<file path="src/rtl/hazard_stall_ctrl_pkg.sv">
// Shared types and constants for the pipeline hazard/stall controller.
package hazard_pkg;

    // Controller FSM: normal flow, or waiting on a multi-cycle memory access.
    typedef enum logic [0:0] {
        RUN      = 1'b0,
        MEM_WAIT = 1'b1
    } state_e;

    // Integer x0 is hardwired to zero and never creates a dependency.
    localparam logic [4:0] REG_X0 = 5'd0;

    // Stage-register controls driven by the controller.
    typedef struct packed {
        logic pc_en;
        logic if_id_en;
        logic id_ex_en;
        logic ex_mem_en;
        logic if_id_flush;
        logic id_ex_flush;
        logic mem_wb_sel;
    } stall_ctrl_t;

    // Free-running pipeline: everything advances, no bubbles.
    localparam stall_ctrl_t CTRL_FLOW = '{
        pc_en: 1'b1, if_id_en: 1'b1, id_ex_en: 1'b1, ex_mem_en: 1'b1,
        if_id_flush: 1'b0, id_ex_flush: 1'b0, mem_wb_sel: 1'b0
    };

    // Memory wait: freeze PC..EX_MEM, feed a bubble into MEM_WB.
    localparam stall_ctrl_t CTRL_MEM_STALL = '{
        pc_en: 1'b0, if_id_en: 1'b0, id_ex_en: 1'b0, ex_mem_en: 1'b0,
        if_id_flush: 1'b0, id_ex_flush: 1'b0, mem_wb_sel: 1'b1
    };

    // Held in reset: nothing advances, every stage is bubbled.
    localparam stall_ctrl_t CTRL_RESET = '{
        pc_en: 1'b0, if_id_en: 1'b0, id_ex_en: 1'b0, ex_mem_en: 1'b0,
        if_id_flush: 1'b1, id_ex_flush: 1'b1, mem_wb_sel: 1'b1
    };

endpackage

</file>
<file path="src/rtl/hazard_stall_ctrl_luh_detect.sv">
// Load-use comparator for one ID-stage source operand against the EX-stage destination.
module luh_detect
    import hazard_pkg::*;
(
    input  logic [4:0] rs_addr,
    input  logic       rs_use,
    input  logic       rs_f,
    input  logic [4:0] rd_addr,
    input  logic       rd_wren_int,
    input  logic       rd_wren_flt,
    output logic       match
);

    logic addr_eq;
    logic flt_hit;
    logic int_hit;

    // Float f0 is a real register; integer x0 is excluded from matching.
    always_comb begin
        addr_eq = (rd_addr == rs_addr);
        flt_hit = rd_wren_flt & rs_f;
        int_hit = rd_wren_int & ~rs_f & (rs_addr != REG_X0);
        match   = rs_use & addr_eq & (flt_hit | int_hit);
    end

endmodule

</file>
<file path="src/rtl/hazard_stall_ctrl.sv">
// Central hazard/stall controller: load-use stalls, branch flushes and
// memory-wait stalls with timeout abort, plus stall statistics.
module hazard_stall_ctrl
    import hazard_pkg::*;
#(
    parameter int WAIT_MAX = 16,
    parameter int CNT_W    = 32
) (
    input  logic             i_clk,
    input  logic             i_rst,
    input  logic [4:0]       id_rs1_addr_i,
    input  logic [4:0]       id_rs2_addr_i,
    input  logic             id_rs1_use_i,
    input  logic             id_rs2_use_i,
    input  logic             id_rs1_f_i,
    input  logic             id_rs2_f_i,
    input  logic [4:0]       ex_rd_addr_i,
    input  logic             ex_rd_wren_I_i,
    input  logic             ex_rd_wren_F_i,
    input  logic             ex_is_load_i,
    input  logic             br_taken_i,
    input  logic             mem_req_i,
    input  logic             mem_ready_i,
    output logic             pc_en_o,
    output logic             if_id_en_o,
    output logic             id_ex_en_o,
    output logic             ex_mem_en_o,
    output logic             if_id_flush_o,
    output logic             id_ex_flush_o,
    output logic             mem_wb_sel_o,
    output logic             mem_abort_o,
    output logic             err_o,
    output logic [CNT_W-1:0] stall_cnt_o
);

    localparam int WC_W = (WAIT_MAX > 2) ? $clog2(WAIT_MAX) : 1;
    localparam logic [WC_W-1:0] WAIT_LAST = WC_W'(WAIT_MAX - 1);

    state_e            state_reg, state_next;
    logic [WC_W-1:0]   wait_cnt_reg, wait_cnt_next;
    logic [CNT_W-1:0]  stall_cnt_reg;
    logic              err_reg;

    logic              mem_wait;
    logic              mem_stall;
    logic              abort;
    logic              luh;
    logic [1:0]        rs_match;
    stall_ctrl_t       ctrl;

    logic [4:0] rs_addr [2];
    logic [1:0] rs_use;
    logic [1:0] rs_f;

    assign rs_addr[0] = id_rs1_addr_i;
    assign rs_addr[1] = id_rs2_addr_i;
    assign rs_use     = {id_rs2_use_i, id_rs1_use_i};
    assign rs_f       = {id_rs2_f_i, id_rs1_f_i};

    // One comparator per source operand.
    generate
        for (genvar gi = 0; gi < 2; gi++) begin : g_luh
            luh_detect u_luh_detect (
                .rs_addr     (rs_addr[gi]),
                .rs_use      (rs_use[gi]),
                .rs_f        (rs_f[gi]),
                .rd_addr     (ex_rd_addr_i),
                .rd_wren_int (ex_rd_wren_I_i),
                .rd_wren_flt (ex_rd_wren_F_i),
                .match       (rs_match[gi])
            );
        end
    endgenerate

    assign luh      = ex_is_load_i & (ex_rd_wren_I_i | ex_rd_wren_F_i) & (|rs_match);
    assign mem_wait = mem_req_i & ~mem_ready_i;

    // Memory-wait FSM: decides stall/abort for this cycle and the next state.
    always_comb begin
        state_next    = state_reg;
        wait_cnt_next = wait_cnt_reg;
        mem_stall     = 1'b0;
        abort         = 1'b0;
        case (state_reg)
            RUN: begin
                if (mem_wait) begin
                    mem_stall     = 1'b1;
                    state_next    = MEM_WAIT;
                    wait_cnt_next = WC_W'(1);
                end
            end
            MEM_WAIT: begin
                if (mem_wait && (wait_cnt_reg < WAIT_LAST)) begin
                    mem_stall     = 1'b1;
                    wait_cnt_next = wait_cnt_reg + WC_W'(1);
                end else begin
                    // Ready, request withdrawn, or timed out: release either way.
                    abort         = mem_wait;
                    state_next    = RUN;
                    wait_cnt_next = '0;
                end
            end
            default: begin
                state_next    = RUN;
                wait_cnt_next = '0;
            end
        endcase
    end

    // Stage controls by priority: reset > memory wait > branch > load-use.
    always_comb begin
        ctrl = CTRL_FLOW;
        if (i_rst) begin
            ctrl = CTRL_RESET;
        end else if (mem_stall) begin
            ctrl = CTRL_MEM_STALL;
        end else if (br_taken_i) begin
            // Dependent instruction is squashed by the flush, so luh is moot.
            ctrl.if_id_flush = 1'b1;
            ctrl.id_ex_flush = 1'b1;
        end else if (luh) begin
            ctrl.pc_en       = 1'b0;
            ctrl.if_id_en    = 1'b0;
            ctrl.id_ex_flush = 1'b1;
        end
    end

    // FSM, timeout flag and stall statistics.
    always_ff @(posedge i_clk or posedge i_rst) begin
        if (i_rst) begin
            state_reg     <= RUN;
            wait_cnt_reg  <= '0;
            stall_cnt_reg <= '0;
            err_reg       <= 1'b0;
        end else begin
            state_reg    <= state_next;
            wait_cnt_reg <= wait_cnt_next;
            if (abort) begin
                err_reg <= 1'b1;
            end
            if (!ctrl.pc_en) begin
                stall_cnt_reg <= stall_cnt_reg + CNT_W'(1);
            end
        end
    end

    assign pc_en_o       = ctrl.pc_en;
    assign if_id_en_o    = ctrl.if_id_en;
    assign id_ex_en_o    = ctrl.id_ex_en;
    assign ex_mem_en_o   = ctrl.ex_mem_en;
    assign if_id_flush_o = ctrl.if_id_flush;
    assign id_ex_flush_o = ctrl.id_ex_flush;
    assign mem_wb_sel_o  = ctrl.mem_wb_sel;
    assign mem_abort_o   = abort & ~i_rst;
    assign err_o         = err_reg;
    assign stall_cnt_o   = stall_cnt_reg;

endmodule

</file>
<file path="config.mk">
export PLATFORM = sky130hd
export DESIGN_NAME = hazard_stall_ctrl
export DESIGN_NICKNAME = d
export VERILOG_FILES = /design/src/rtl/hazard_stall_ctrl_pkg.sv /design/src/rtl/hazard_stall_ctrl_luh_detect.sv /design/src/rtl/hazard_stall_ctrl.sv
export SDC_FILE = /design/constraint.sdc
export NUM_CORES = 1
export LEC_CHECK = 0
export CAP_MARGIN = 20
export CORE_MARGIN = 3
export CORE_UTILIZATION = 32
export CTS_BUF_LIST = sky130_fd_sc_hd__clkbuf_8
export CTS_CLUSTER_SIZE = 10
export DETAILED_ROUTE_END_ITERATION = 8
export PLACE_DENSITY_LB_ADDON = 0.25
export SLEW_MARGIN = 10
export SYNTH_ARGS = -nofsm -noshare
export SYNTH_HDL_FRONTEND = slang
export SYNTH_SLANG_ARGS = --single-unit
export TNS_END_PERCENT = 100
</file>
<file path="constraint.sdc">
create_clock -name i_clk -period 7 [get_ports i_clk]
set_input_delay 2.1 -clock i_clk [delete_from_list [all_inputs] [get_ports i_clk]]
set_output_delay 2.1 -clock i_clk [all_outputs]
set_load 0.05 [all_outputs]
</file>
==> metrics.md, run 1 <==
| Metric | Value |
|---|---|
| NetSw | about 0.00033 W |
| Final wirelength | around 4.7 mm |
| Clock latency on the worst-skew pair | roughly 0.29 ns |
| Clock-pin transition on the worst setup and hold timing paths | ~0.08 ns |
| Remaining global-route overflow | 0 |
| Xor and xnor area share after synthesis | between 10% and 20% |
| Status | finished, final reports clean |
| CTS Root Cell | clkbuf_8 |
| Hold Path Class | flop to flop |
| Dominant cell type by area after synthesis | dfrtp_1 |
| Routability cong. | approximately 0.72 |
| Count of final hold-check violations | 0 |
| DRC | 0 |
| Die height | 86.3 um |
| IO Port Bufs | 67 |
| Post-DP HPWL | 3.48 mm |
| Setup Skew | 0.00967 ns |
| Relative slew slack | roughly 66% |
| Share of cells above drive strength 1 | between 10% and 20% |
| CP Max Fanout | 2 |
| Min cycle time layout | 6.21 ns |
| Simple-Gate Fraction of Synth Area | 26.8% |
| Logic pwr share | a little under two fifths |
| Top cells by count, synth | dfrtp_1, xor2_1, nand2_1 |
| Wire length per cell | around 14 um |
| Syn Std Cell Area | ~2100 sq um |
| Synth top area share | between 40% and 50% |
| Max FFs per register | 32 |
| Post-route setup TNS | 0 ns |
| Crit-path max cell delay | roughly 0.80 ns |
| Seq cells post-synth | 38 |
| Synthesis warning total | 0 |
| Antenna cells | 0 |
| Hold_buf cts | 0 |
| Sw Ratio | 38.4% |
| Peak VDD IR | approximately 0.34 mV |
| Clk pwr share | 27.3% |
| Register share of total power | 35.8% |
| Crit path kind | input port to output pin |
| Seq/Total Area, Yosys | between 40% and 50% |
| Critical Path Start Type | input port |
| P_int | roughly 0.00052 W |
| Post-synthesis compound-gate area fraction | 3.82% |
| CTS Buffer Depth | 2 |
| R2r setup slk | between 4 and 5 ns |
| Hold slack | between 0.4 and 0.5 ns |
| Fin util | 49.0% |
| Sum of buffers and inverters on the critical path | 2 |
| CTS Sinks | 38 |
| Met1 Usage GRT | 16.5% |
| Total power | approximately 0.00085 W |
| PwrDens | about 280 nW/um^2 |
| Antenna-violating nets left | 0 |
| Setup repair after global routing missed its margin | false |
| Worst slew pin tran | 0.516 ns |
| CP cell instances | clkdlybuf4s50_1 > xnor2_1 > nand4_1 > a21oi_1 > a22o_1 > a21o_1 > clkdlybuf4s50_1 |
| Io pins | between 60 and 70 |
| Postcts setup bufs | 0 |
| Crit-path leading delay family | buffers and inverters |
| Arr. time, crit path | approximately 4.1 ns |
| Net count after synthesis | 227 |
| First-pass GRT wire length | ~8.2 mm |
| Synth-to-Final Area Change | 44.9% |
| Final Setup Violations | 0 |
| CTS buffer count | 5 |
| GRT Util Overall | between 10% and 20% |
| Synth Area in Adders | 1.21% |
| Drt first pass iters | 4 |
| Met2 usage | between 20% and 30% |
| Initial DRC count | 41 |
| Post-Syn Instances | 198 |
| Avg Synthesized Cell Area | 10.4 sq um |
| Vias per Instance | 4.88 |
| Req. time, crit path | about 4.9 ns |
| CP dominant cell by count | clkdlybuf4s50_1 |
| # rows | 28 |
| Largest net degree at the start of global routing | 39 |
| Yosys cell types | 39 |
| Max Cap Viol | 0 |
| Met3 Use GR | ~4.5% |
| Vias in the first global route | approximately 1800 |
| Post-synthesis mux area share | roughly 2% |
| Initial antenna violation count | 0 |
| Max-slew violation count | 0 |
| Most numerous cell in the Yosys netlist | dfrtp_1 |
| Max Clk Rate | between 150 and 200 MHz |
| Ys async rst share | 100% |
| Synth top area cells | dfrtp_1, xor2_1, xnor2_1 |
| Vias post-DR | between 1500 and 2000 |
| Busiest grt layer | met2 |
| CTS-repair resized insts | 0 |
| Filler Cell Count | between 600 and 700 |
| CORE AREA | 6100 sq um |
| Initial Utilization | 33.8% |
| Slowest CP cell | clkdlybuf4s50_1 |
| CTS tree | yes |
| Chip Width | between 80 and 90 um |
| Number of synthesized flops with an enable pin | 0 |
| Final Cycle Share | 88.7% |
| Leak pwr | between 1 and 1.5 nW |
| Nets | 296 |
| Die area | 7450 sq um |
| Worst setup EP type | output pin |
| Clock H-tree levels | 2 |
| Largest family of logic cells by synthesized area | simple AND/OR/NAND/NOR gates |
| Most used DFF post-synth | dfrtp_1 |
## cells in the final DEF (no fill, tap or decap), types with 4 or more instances in the layout
cell type | synthesis | layout
nor2_1 | 13 | 13
nand2_1 | 19 | 19
inv_1 | 5 | 5
nor4_1 | 4 | 4
xnor2_1 | 13 | 13
nand3_1 | 8 | 8
clkbuf_8 | 0 | 6
nand4_1 | 5 | 5
dfrtp_1 | 38 | 38
clkdlybuf4s50_1 | 0 | 63
o21ai_0 | 4 | 4
xor2_1 | 28 | 28
buf_12 | 0 | 4
nor3_1 | 15 | 15
## worst reg2reg max path, delay by kind of cell (launching register included)
kind / cells / cell delay (ns)
DFF: 1 / 0.39
AOI/OAI and AO/OA: 1 / 0.31
muxes: 1 / 0.39
buffers and inverters: 1 / 0.42
adders and majority gates: 1 / 0.22
and+or+nand+nor: 4 / 0.49
## worst paths after layout
path / start / to / depth (start not counted)
setup / recovery: ex_rd_addr_i[3] / id_ex_flush_o / 7
hold / removal: stall_cnt_o[31] / stall_cnt_o[31] / 1
setup reg to reg: wait_cnt_reg[0] / stall_cnt_o[1] / 8
hold reg to reg: stall_cnt_o[31] / stall_cnt_o[31] / 1
max in group asynchronous: i_rst / err_o / 3
min in group asynchronous: i_rst / stall_cnt_o[3] / 3
## kinds of logic (layout without fill, tap and decap cells)
logic type	Yosys count	in the layout
muxes	4	4
adders and majority gates	2	2
xor gates and xnor gates	41	41
DFF	38	38
and+or+nand+nor	89	89
buffers and inverters	12	82
AOI/OAI and AO/OA	12	12
## cell type report
| cell class | instances | area [sq um] | area share (%) |
|---|---|---|---|
| sequential | 38 | 951 | 31.8 |
| clock buffer | 6 | 82.6 | 2.76 |
| inverter | 5 | 18.8 | 0.628 |
| multi-input combinational | 148 | 1060 | 35.4 |
| tap | 75 | 93.8 | 3.14 |
| clock inverter | 2 | 60.1 | 2.01 |
| timing repair buffer | 69 | 726 | 24.3 |
## routing by layer
| metal | vias to the layer above | routed length [um] |
|---|---|---|
| met5 | - | 0 |
| met4 | 0 | 66 |
| met2 | 61 | 2260 |
| met3 | 4 | 394 |
| met1 | 789 | 1960 |
| li1 | 819 | - |
## metrics by stage
stage	area, sq um	std cells	setup WS [ns]
after floorplan	2060	198	0.241
after global placement	2850	335	0.782
after detailed placement	2850	335	0.781
after CTS	2990	343	0.775
after global routing	2990	343	0.669
final	2990	343	0.788
## power groups by stage
stage                     combinational (W)  clock (W)  sequential [W]
after global placement             0.000314          0        0.000307
after detailed placement           0.000315          0        0.000307
final                              0.000313   0.000232        0.000304
after global routing               0.000334   0.000250        0.000311
after floorplan                   0.0000843          0        0.000419
after CTS                          0.000317   0.000239        0.000304
Power figures use the tool's default switching activity.
==> run 2, diff against run 1 <==
--- a/config.mk
+++ b/config.mk
@@ -6,9 +6,9 @@
 export NUM_CORES = 1
 export LEC_CHECK = 0
 export CAP_MARGIN = 20
-export CORE_MARGIN = 3
 export CORE_UTILIZATION = 32
 export CTS_BUF_LIST = sky130_fd_sc_hd__clkbuf_8
+export CTS_CLUSTER_DIAMETER = 150
 export CTS_CLUSTER_SIZE = 10
 export DETAILED_ROUTE_END_ITERATION = 8
 export PLACE_DENSITY_LB_ADDON = 0.25
==> metrics.md, run 2 (same netlist as run 1, synthesis figures left out) <==
| Metric | Value |
|---|---|
| Status | finished, final reports clean |
| CORE AREA | 6060 sq um (-0.57%) |
| Routability cong. | 0.711 (-1.9%) |
| CTS Root Cell | clkbuf_8 |
| HP Start | stall_cnt_o[31] |
| Critical Path Start Type | input port |
| Io pins | 68 (unchanged) |
| Vias per Instance | 4.90 (+0.43%) |
| Count of final hold-check violations | 0 (unchanged) |
| Total power | 0.000798 W (-5.9%) |
| Hold Path Class | flop to flop |
| IO Port Bufs | 67 (unchanged) |
| Hold_buf cts | 0 (unchanged) |
| Arr. time, crit path | 4.08 ns (-0.03 ns) |
| Leak pwr | 1.23 nW (-0.96%) |
| Req. time, crit path | 4.90 ns (about the same) |
| CTS Sinks | 38 (unchanged) |
| Drt first pass iters | 4 (unchanged) |
| PwrDens | 271 nW/um^2 (-4.5%) |
| Die height | 82.3 um (-4.6%) |
| Clock-pin transition on the worst setup and hold timing paths | 0.07 ns (about the same) |
| Relative slew slack | 52.0% (-14 points) |
| Max Cap Viol | 0 (unchanged) |
| Final Cycle Share | 88.3% (-0.40 points) |
| Vias in the first global route | 1604 (-8.9%) |
| Commonest non-fill, non-tap cell in the layout | clkdlybuf4s50_1 |
| Launching point of the worst reg2reg path | wait_cnt_reg[0] |
| R2r setup slk | 4.48 ns (-0.20 ns) |
| Max-slew violation count | 0 (unchanged) |
| Initial Utilization | 34.0% (+0.20 points) |
| Crit path kind | input port to output pin |
| Vias post-DR | 1690 (+1.0%) |
| Postcts setup bufs | 0 (unchanged) |
| Nets | 298 (+0.68%) |
| Clock latency on the worst-skew pair | 0.29 ns (about the same) |
| DRC | 0 (unchanged) |
| Post-route setup TNS | 0 ns (unchanged) |
| Setup repair after global routing missed its margin | false |
| Setup Skew | 0.0111 ns (+0.00144 ns) |
| Commonest non-fill, non-tap cells in the layout | clkdlybuf4s50_1, dfrtp_1, xor2_1 |
| Peak VDD IR | 0.350 mV (+4.0%) |
| Worst setup EP type | output pin |
| R2R cell count | 8 (unchanged) |
| Post-DP HPWL | 3.33 mm (-4.4%) |
| Min-Delay Endpoint | stall_cnt_o[31] |
| Clock H-tree levels | 2 (unchanged) |
| Max Clk Rate | 162 MHz (+0.46%) |
| Hold slack | 0.476 ns (+0.00910 ns) |
| Die area | 6770 sq um (-9.1%) |
| Final Setup Violations | 0 (unchanged) |
| CTS tree | yes |
| CTS-repair resized insts | 0 (unchanged) |
| Largest net degree at the start of global routing | 23 (-41%) |
| Synth-to-Final Area Change | 42.8% |
| Initial antenna violation count | 0 (unchanged) |
| Fin util | 48.6% (-0.44 points) |
| CTS Buffer Depth | 2 (unchanged) |
| GRT Util Overall | 14.4% (+0.55 points) |
| Worst slew pin tran | 0.720 ns (+0.204 ns) |
| Max FFs per register | 32 (unchanged) |
| Wire length per cell | 12.7 um (-6.9%) |
| CTS buffer count | 5 (unchanged) |
| Antenna cells | 0 (unchanged) |
| Remaining global-route overflow | 0 (unchanged) |
| Chip Width | 82.3 um (-4.6%) |
| CP Max Fanout | 2 (unchanged) |
| RR Endpoint | stall_cnt_o[1] |
| Share of cells above drive strength 1 | 10.7% (+0.67 points) |
| Initial DRC count | 61 (+49%) |
| Final wirelength | 4.38 mm (-6.3%) |
| Hold Path Depth | 1 (unchanged) |
| Min cycle time layout | 6.18 ns (-0.0282 ns) |
| Antenna-violating nets left | 0 (unchanged) |
| # rows | 28 (unchanged) |
| First-pass GRT wire length | 7.33 mm (-11%) |
==> run 2: cell count changes in the layout (fill, tap and decap cells not counted) <==
cell | previous run | this run
clkbuf_8 | 6 | 5
bufinv_16 | 2 | 1
clkinv_2 | 0 | 2
buf_12 | 4 | 2
buf_4 | 2 | 6
==> run 2: area by class of cell <==
class                      count  area, sq um
clock buffer                   5         68.8
clock inverter                 3         40.0
fill                         600         3120
inverter                       5         18.8
multi-input combinational    148         1060
sequential                    38          951
tap                           75         93.8
timing repair buffer          71          716
==> run 2: worst max path at each step <==
stage	start	endpoint	slack, ns	cells past startpoint
3_5_place_dp	ex_rd_addr_i[1]	id_ex_flush_o	0.80	7
3_3_place_gp	ex_rd_addr_i[1]	id_ex_flush_o	0.81	7
6_report	ex_rd_addr_i[1]	id_ex_flush_o	0.82	7
5_1_grt	ex_rd_addr_i[1]	id_ex_flush_o	0.72	7
4_1_cts	ex_rd_addr_i[1]	id_ex_flush_o	0.80	7
2_1_floorplan	i_rst	pc_en_o	0.24	5
==> run 2: per-stage QoR <==
stage / worst slack (ns) / instance area (sq um) / instances
after detailed placement: 0.802 / 2840 / 337
final: 0.816 / 2950 / 345
after global placement: 0.815 / 2840 / 337
after global routing: 0.720 / 2950 / 345
after CTS: 0.803 / 2950 / 345
after floorplan: 0.241 / 2060 / 198
==> run 2: worst max-delay path, stage by stage <==
cell	delay, ns
clkdlybuf4s50_1	0.52
xnor2_1	0.13
nand4_1	0.11
a21oi_1	0.13
a22o_1	0.18
a21o_1	0.12
clkdlybuf4s50_1	0.79
==> run 2: where the power goes <==
group | leakage (nW) | total, W | switching, W | internal (W)
logic | 0.699 | 0.000310 | 0.000196 | 0.000114
registers | 0.469 | 0.000305 | 0.0000500 | 0.000255
clock network | 0.0579 | 0.000183 | 0.0000779 | 0.000105
==> run 2: routing by layer <==
layer	track usage (%)	routed length [um]	vias up	part of all wire (%)
met5	0	0	-	0
met4	5.79	64	0	1.5
met3	3.30	228	5	5.2
met2	23.2	2070	52	47
met1	18.5	2020	805	46
li1	-	-	828	-
